`src/rtl/mult_accumulator.sv`:
```
// ============================================================================
// mult_accumulator
// ----------------------------------------------------------------------------
// Streaming accumulator for the output of the combinational multipliers.
// It sums Count consecutive products, which turns the stateless multiplier
// datapath into a dot-product / MAC stage.
//
// Products arrive one per valid/ready handshake. When the Count-th product is
// accepted, the total is written into a result register and the block moves
// to Hold. In Hold it presents the result on a valid/ready output until the
// consumer takes it. No new products are accepted while in Hold.
//
// Parameters:
//   Width     - product width in bits (multiplier output width)
//   Count     - number of products summed per result (>= 1)
//   AccWidth  - derived result width, wide enough that the sum never wraps
//   CntWidth  - derived width of the beat counter (at least 1)
//
// Ports:
//   clk_i         in   single clock, all state updates on the rising edge
//   rst_ni        in   asynchronous active-low reset
//   clear_i       in   synchronous abort of the current accumulation/result
//   in_valid_i    in   product on in_data_i is valid
//   in_ready_o    out  block can accept a product this cycle (Accum state)
//   in_data_i     in   unsigned product, Width bits
//   out_valid_o   out  result on out_data_o is valid (Hold state)
//   out_ready_i   in   consumer takes the result this cycle
//   out_data_o    out  unsigned sum of Count products, AccWidth bits
//   beat_count_o  out  products accepted so far in the current accumulation
//
// Both handshake outputs are decoded from the registered state only, so no
// combinational path runs from any input to any output.
// ============================================================================
module mult_accumulator #(
    parameter  int Width    = 8,
    parameter  int Count    = 4,
    localparam int AccWidth = (Count > 1) ? Width + $clog2(Count) : Width,
    localparam int CntWidth = (Count > 1) ? $clog2(Count) : 1
) (
    input  logic                clk_i,
    input  logic                rst_ni,
    input  logic                clear_i,
    input  logic                in_valid_i,
    output logic                in_ready_o,
    input  logic [Width-1:0]    in_data_i,
    output logic                out_valid_o,
    input  logic                out_ready_i,
    output logic [AccWidth-1:0] out_data_o,
    output logic [CntWidth-1:0] beat_count_o
);

    typedef enum logic {
        Accum = 1'b0,
        Hold  = 1'b1
    } state_e;

    state_e                state_q;
    state_e                state_d;
    logic [AccWidth-1:0]   acc_q;
    logic [AccWidth-1:0]   result_q;
    logic [CntWidth-1:0]   beat_count_q;

    logic                  accept;
    logic                  last_beat;
    logic [AccWidth-1:0]   acc_sum;

    // A beat is taken only in Accum. A simultaneous clear drops that beat,
    // because clear has priority over every other event.
    assign accept    = (state_q == Accum) && in_valid_i && !clear_i;

    // With Count == 1 the counter is a single bit that stays at 0, so every
    // accepted beat is also the last one.
    assign last_beat = (beat_count_q == CntWidth'(Count - 1));

    // The product is zero-extended into the wider accumulator domain.
    assign acc_sum   = acc_q + AccWidth'(in_data_i);

    // State register.
    always_ff @(posedge clk_i or negedge rst_ni) begin
        if (!rst_ni) begin
            state_q <= Accum;
        end else begin
            state_q <= state_d;
        end
    end

    // Next-state logic. Clear forces Accum from either state, which discards
    // a held result without any output handshake.
    always_comb begin
        state_d = state_q;
        if (clear_i) begin
            state_d = Accum;
        end else begin
            case (state_q)
                Accum: begin
                    if (accept && last_beat) begin
                        state_d = Hold;
                    end
                end
                Hold: begin
                    if (out_ready_i) begin
                        state_d = Accum;
                    end
                end
                default: begin
                    state_d = Accum;
                end
            endcase
        end
    end

    // Output decode from the registered state only.
    always_comb begin
        in_ready_o  = 1'b0;
        out_valid_o = 1'b0;
        case (state_q)
            Accum:   in_ready_o  = 1'b1;
            Hold:    out_valid_o = 1'b1;
            default: begin
                in_ready_o  = 1'b0;
                out_valid_o = 1'b0;
            end
        endcase
    end

    // Accumulator and beat counter. On the final beat the running sum
    // restarts from zero right away, so the next group can start as soon
    // as Hold is left.
    always_ff @(posedge clk_i or negedge rst_ni) begin
        if (!rst_ni) begin
            acc_q        <= '0;
            beat_count_q <= '0;
        end else if (clear_i) begin
            acc_q        <= '0;
            beat_count_q <= '0;
        end else if (accept) begin
            if (last_beat) begin
                acc_q        <= '0;
                beat_count_q <= '0;
            end else begin
                acc_q        <= acc_sum;
                beat_count_q <= beat_count_q + CntWidth'(1);
            end
        end
    end

    // Result register. It is written only on the final beat. Clear leaves it
    // untouched, so out_data_o keeps showing the last completed sum even
    // after that sum has been discarded.
    always_ff @(posedge clk_i or negedge rst_ni) begin
        if (!rst_ni) begin
            result_q <= '0;
        end else if (accept && last_beat) begin
            result_q <= acc_sum;
        end
    end

    assign out_data_o   = result_q;
    assign beat_count_o = beat_count_q;

endmodule

```
`config.mk`:
```
export PLATFORM = sky130hd
export DESIGN_NAME = mult_accumulator
export DESIGN_NICKNAME = d
export VERILOG_FILES = /design/src/rtl/mult_accumulator.sv
export SDC_FILE = /design/constraint.sdc
export NUM_CORES = 1
export LEC_CHECK = 0
export CAP_MARGIN = 25
export CORE_ASPECT_RATIO = 0.8
export CORE_MARGIN = 5
export CORE_UTILIZATION = 53
export CTS_BUF_LIST = sky130_fd_sc_hd__clkbuf_16
export CTS_CLUSTER_SIZE = 20
export DETAILED_ROUTE_END_ITERATION = 16
export GPL_TIMING_DRIVEN = 0
export MAX_ROUTING_LAYER = met4
export PLACE_DENSITY = 0.85
export SYNTH_ARGS = -nofsm -noshare
export SYNTH_HDL_FRONTEND = slang
export SYNTH_SLANG_ARGS = --single-unit
```
`constraint.sdc`:
```
create_clock -name clk_i -period 5.7 [get_ports clk_i]
set_clock_uncertainty 0.15 [all_clocks]
set_input_delay 1.71 -clock clk_i [delete_from_list [all_inputs] [get_ports clk_i]]
set_output_delay 1.71 -clock clk_i [all_outputs]
set_load 0.01 [all_outputs]
```
==> results_dict.tcl, run 1 <==
set metrics [dict create \
    critPathArrivalTime_ns 3.70 \
    worst-setup-path-type "primary input to flip-flop" \
    peakVddDrop_mv 0.2146 \
    maxSlewViolCount 0 \
    final_cell_mix "clkdlybuf4s50_1 (26), dfrtp_1 (23), o21ai_0 (18)" \
    antenna_left 0 \
    synth_seq_area_share_pct 45.86 \
    fin_hold_ws_ns 0.3268 \
    row_count 15 \
    finalSetupViolCount 0 \
    synth_area_per_cell_um2 10.04 \
    core_area_um2 2215 \
    syn_inst 125 \
    cts_tree "done" \
    synth_cell_types 32 \
    slowest_delay_ns 0.46 \
    grt_util_all_layers_pct 19.96 \
    grt_max_degree 24 \
    via_per_inst 5.829 \
    fin_tns_setup_ns 0 \
    leakagePower_nw 0.7209 \
    num-nets-final 180 \
    drt_iter0_drc 50 \
    status "complete, no violations" \
    rsz0062_at_grt "false" \
    path_buf_inv 2 \
    ys_seq_elements 23 \
    start_kind "primary input" \
    route.detailed.drc 0 \
    port_buffers 26 \
    finalCritPeriodShare_pct 64.58 \
    synth_edf_count 0 \
    die_h_um 53.53 \
    drv_cap 0 \
    worst_pin_slew_ns 0.5526 \
    grt-ovfl-total 0 \
    cp-end-kind "flip-flop" \
    cp.required_ns 5.72 \
    cts.sinks 23 \
    hold_viol_final 0 \
    design.die.area_um2 3447 \
    ios 27 \
    max_freq_mhz 271.7 \
    finalPower_w 0.0004842 \
    wl_per_cell_um 15.96 \
    period_minus_slack_ns 3.681 \
    place_congestion 0.8079 \
    start_util_pct 56.67 \
    htree_levels 1 \
    hpwl_um 1993 \
    die_w_um 64.41 \
    powerDensity_nw_per_um2 295.2 \
    yosys_warnings 0 \
    syn-num-nets 148 \
    slew_headroom_pct 62.87 \
    root_buffer "clkbuf_16" \
    postCtsResizedCells 0 \
    ys_async_sr_fraction_pct 100.0 \
    clock_latency_ns 0.25 \
    finalWirelength_um 2889 \
    route.vias.total 1055 \
    area_delta_synth_final_pct 30.71 \
    path_cells "clkdlybuf4s50_1 > ha_1 > inv_1 > fa_1 > nor2b_4 > o31a_1 > o31ai_2 > or3_1 > o21ai_0" \
    antenna_found_initial 0 \
    cts_setup_buffers 0 \
    path_clk_slew_ns 0.06 \
    layout-drive-gt1-share_pct 7.051 \
    diodes 0 \
    pre_cts_ws_ns 1.800 \
    grt_pass1_vias 1079 \
    critPathMaxFanout 3 \
    ys.flop_type "dfrtp_1" \
    slowest_stage "clkdlybuf4s50_1" \
    grt_pass1_wl_um 5092 \
    ctsHoldBuffers 0 \
    clk_path_buf_depth 2 \
    fin_ws_ns 2.019 \
    syn_area_um2 1255 \
    critPathTopFamily "adder cells" \
    drtPass1Iterations 4 \
    mostFrequentLayoutCell "clkdlybuf4s50_1" \
    hp-class "flip-flop to flip-flop" \
    cts_buffers 3 \
]
synthesized netlist by cell type, types with 3 or more instances:
cell type,number,area share [%]
a21oi_1,4,1.6
nand2_1,17,5.1
nand3_1,3,1.2
nor3_1,3,1.2
o21a_1,3,1.8
xor2_1,5,3.5
o31ai_1,3,1.8
or3_1,3,1.5
dfrtp_1,23,46
inv_1,5,1.5
nor2_1,6,1.8
o21ai_0,18,7.2
ha_1,9,9.0
where the power goes:
part | switching, W | total (W) | internal [W] | leakage, nW
combinational | 0.0000679 | 0.000137 | 0.0000693 | 0.368
clock | 0.0000559 | 0.000149 | 0.0000936 | 0.0423
sequential | 0.0000123 | 0.000198 | 0.000185 | 0.311
final cells by class:
cell class,instances,area [um2]
tap,25,31.28
clock inverter,1,3.754
fill,176,574.3
timing repair buffer,27,275.3
clock buffer,3,75.07
buffer,3,12.51
multi-input combinational,94,648.1
sequential,23,575.6
inverter,5,18.77
final timing paths:
check | start | endpoint | slack (ns) | cells past startpoint
max | in_data_i[0] | acc_q[8] | 2.02 | 9
min | out_data_o[9] | out_data_o[9] | 0.33 | 2
max reg2reg | acc_q[0] | out_data_o[8] | 3.56 | 8
min reg2reg | out_data_o[9] | out_data_o[9] | 0.33 | 2
max in group asynchronous | rst_ni | acc_q[4] | 3.33 | 2
min in group asynchronous | rst_ni | acc_q[8] | 1.62 | 1
sequential cells by signal, summed over array words and instances, names as in the netlist:
signal	cells
acc_q	10
out_data_o	10
beat_count_o	2
state_q	1
kinds of logic (layout without fill, tap and decap cells):
kind of cell,count (synthesis),in the layout,synth area share [%]
AOI/OAI and AO/OA,38,38,19.64
and+or+nand+nor,37,37,14.66
DFF,23,23,45.86
adders and majority gates,10,10,10.57
buffers and inverters,8,39,2.493
xor gates and xnor gates,6,6,4.187
muxes,3,3,2.592
per-layer routing:
metal | part of all wire, % | track usage, %
met5 | 0 | -
met3 | 7.2 | 4.459
met1 | 43 | 22.77
met4 | 0.45 | 5.614
met2 | 50 | 35.79
worst reg2reg max path, cell delays in order (launching register included):
cell     delay (ns)
dfrtp_1        0.38
ha_1           0.20
inv_1          0.08
fa_1           0.25
nor2b_4        0.06
o31a_1         0.29
o31ai_2        0.33
xnor2_1        0.18
o21ai_1        0.09
stage by stage:
stage | cell area, um2 | util [%] | cells
4_1_cts | 1625 | 73.39 | 180
6_report | 1640 | 74.07 | 181
3_5_place_dp | 1546 | 69.83 | 176
3_3_place_gp | 1546 | 69.83 | 176
2_1_floorplan | 1255 | - | 125
5_1_grt | 1640 | 74.07 | 181
Note: power is estimated with default switching activity, not from simulation.
==> run 2: changes to the inputs <==
Settings changed: CORE_UTILIZATION 53 to 50, PLACE_DENSITY 0.85 to 0.81.
Clock period 5.7 ns to 3.8 ns, I/O delays scaled along.
==> results_dict.tcl, run 2 (same netlist as run 1, synthesis figures left out) <==
set metrics [dict create \
    worst-setup-path-type "primary input to flip-flop" \
    diodes 0 \
    drv_cap 0 \
    hold_viol_final 0 \
    row_count 16 \
    grt_max_degree 24 \
    grt_pass1_wl_um 4933 \
    netSwitchingFraction_pct 28.33 \
    die_h_um 54.81 \
    p_int_w 0.0005221 \
    antenna_left 0 \
    p_clk_share_pct 31.1 \
    design.die.area_um2 3618 \
    stdcell_count 192 \
    grt_util_all_layers_pct 18.72 \
    start_kind "primary input" \
    wl_per_cell_um 15.10 \
    hp-class "flip-flop to flip-flop" \
    max_freq_mhz 323.9 \
    route.vias.total 1042 \
    grt-ovfl-total 0 \
    route.detailed.drc 0 \
    grt_pass1_vias 1064 \
    p_sw_w 0.0002064 \
    mostFrequentLayoutCell "clkdlybuf4s50_1" \
    start_util_pct 51.81 \
    drtPass1Iterations 4 \
    slew_headroom_pct 60.05 \
    hpwl_um 2157 \
    status "complete, no violations" \
    via_per_inst 5.427 \
    fin_hold_ws_ns 0.3251 \
    layout-drive-gt1-share_pct 7.051 \
    place_congestion 0.7850 \
    path_cells "clkdlybuf4s50_1 > ha_1 > inv_1 > fa_1 > nor2b_4 > o31a_1 > o31ai_2 > or3_1 > o21ai_0" \
    fin_tns_setup_ns 0 \
    maxSlewViolCount 0 \
    clk_path_buf_depth 2 \
    finalCritPeriodShare_pct 81.25 \
    slowest_delay_ns 0.46 \
    cp.required_ns 3.82 \
    p_comb_share_pct 28.1 \
    worst_pin_slew_ns 0.5946 \
    power.share.sequential_pct 40.8 \
    cts_tree "done" \
    htree_levels 1 \
    cp-end-kind "flip-flop" \
    ctsHoldBuffers 0 \
    postCtsResizedCells 0 \
    port_buffers 26 \
    fillers 193 \
    rsz0062_at_grt "false" \
    clock_latency_ns 0.26 \
    num-nets-final 180 \
    area_delta_synth_final_pct 31.80 \
    root_buffer "clkbuf_16" \
    powerDensity_nw_per_um2 440.4 \
    peakVddDrop_mv 0.3956 \
    cts.sinks 23 \
    core_area_um2 2422 \
    leakagePower_nw 0.7209 \
    cts_setup_buffers 0 \
    cts_buffers 3 \
    place_inst 187 \
    finalWirelength_um 2900 \
    critPathArrivalTime_ns 3.11 \
    drt_iter0_drc 27 \
    die_w_um 66.01 \
    ios 27 \
    antenna_found_initial 0 \
    critPathMaxFanout 3 \
    period_minus_slack_ns 3.087 \
    finalSetupViolCount 0 \
    slowest_stage "clkdlybuf4s50_1" \
    final_cell_mix "clkdlybuf4s50_1 (26), dfrtp_1 (23), o21ai_0 (18)" \
    path_clk_slew_ns 0.06 \
]
run 2: layout make-up:
type | count | area [um2] | share of cell area (%)
multi-input cells | 94 | 648.1 | 39.18
flip-flops and latches | 23 | 575.6 | 34.80
repair buffers | 27 | 275.3 | 16.64
clock buffers | 3 | 75.07 | 4.539
well taps | 36 | 45.04 | 2.723
inverters | 5 | 18.77 | 1.135
plain buffers | 3 | 12.51 | 0.7564
clock inverters | 1 | 3.754 | 0.2269
run 2: critical path: cells and delay by family:
kind | cells | cell delay, ns
AOI/OAI and AO/OA | 3 | 0.39
adders and majority gates | 2 | 0.61
buffers and inverters | 2 | 0.52
and+or+nand+nor | 2 | 0.44
run 2: per-stage QoR:
stage	power (W)	utilization (%)	worst slack, ns	area, um2
2_1_floorplan	0.0004149	-	1.072	1255
3_3_place_gp	0.0004936	64.41	0.4766	1560
3_5_place_dp	0.0005034	64.41	0.4553	1560
4_1_cts	0.0007310	67.67	0.7105	1639
5_1_grt	0.0007701	68.29	0.6561	1654
6_report	0.0007285	68.29	0.7127	1654
run 2: worst paths after layout:
kind / slack (ns) / to / startpoint / cells after the start
hold reg to reg: 0.33 / out_data_o[9] / out_data_o[9] / 2
setup reg to reg: 1.68 / out_data_o[6] / acc_q[0] / 8
setup / recovery: 0.71 / acc_q[8] / in_data_i[0] / 9
hold / removal: 0.33 / out_data_o[9] / out_data_o[9] / 2
max in group asynchronous: 1.99 / acc_q[8] / rst_ni / 2
min in group asynchronous: 1.06 / out_data_o[1] / rst_ni / 1
run 2: power by group through the flow:
stage,Combinational (W),Clock [W],Sequential (W)
floorplan,0.000106,0,0.000309
global placement,0.000194,0,0.000299
detailed placement,0.000202,0,0.000302
CTS,0.000204,0.000229,0.000298
global route,0.000229,0.000239,0.000302
finish,0.000205,0.000226,0.000297
run 2: layer usage:
metal | vias to the layer above | global-route usage [%] | wire, um
met1 | 507 | 22.04 | 1251
met4 | 0 | 5.068 | 8
li1 | 506 | - | -
met3 | 2 | 5.133 | 147
met5 | - | - | 0
met2 | 27 | 32.11 | 1493
==> run 3: changes to the inputs <==
Clock period 3.8 ns to 3.1 ns, I/O delays scaled along.
==> results of run 3 <==
The final DEF is identical to that of run 2. Status: complete, no violations.
Main changes from that run: setup slack after placement 0.4553 ns -> -0.03471 ns; setup slack after layout 0.7127 ns -> 0.2226 ns; register-to-register setup slack 1.68 ns -> 0.98 ns; total power 0.0007285 W -> 0.0008930 W; worst IR drop on VDD 0.3956 mV -> 0.4849 mV
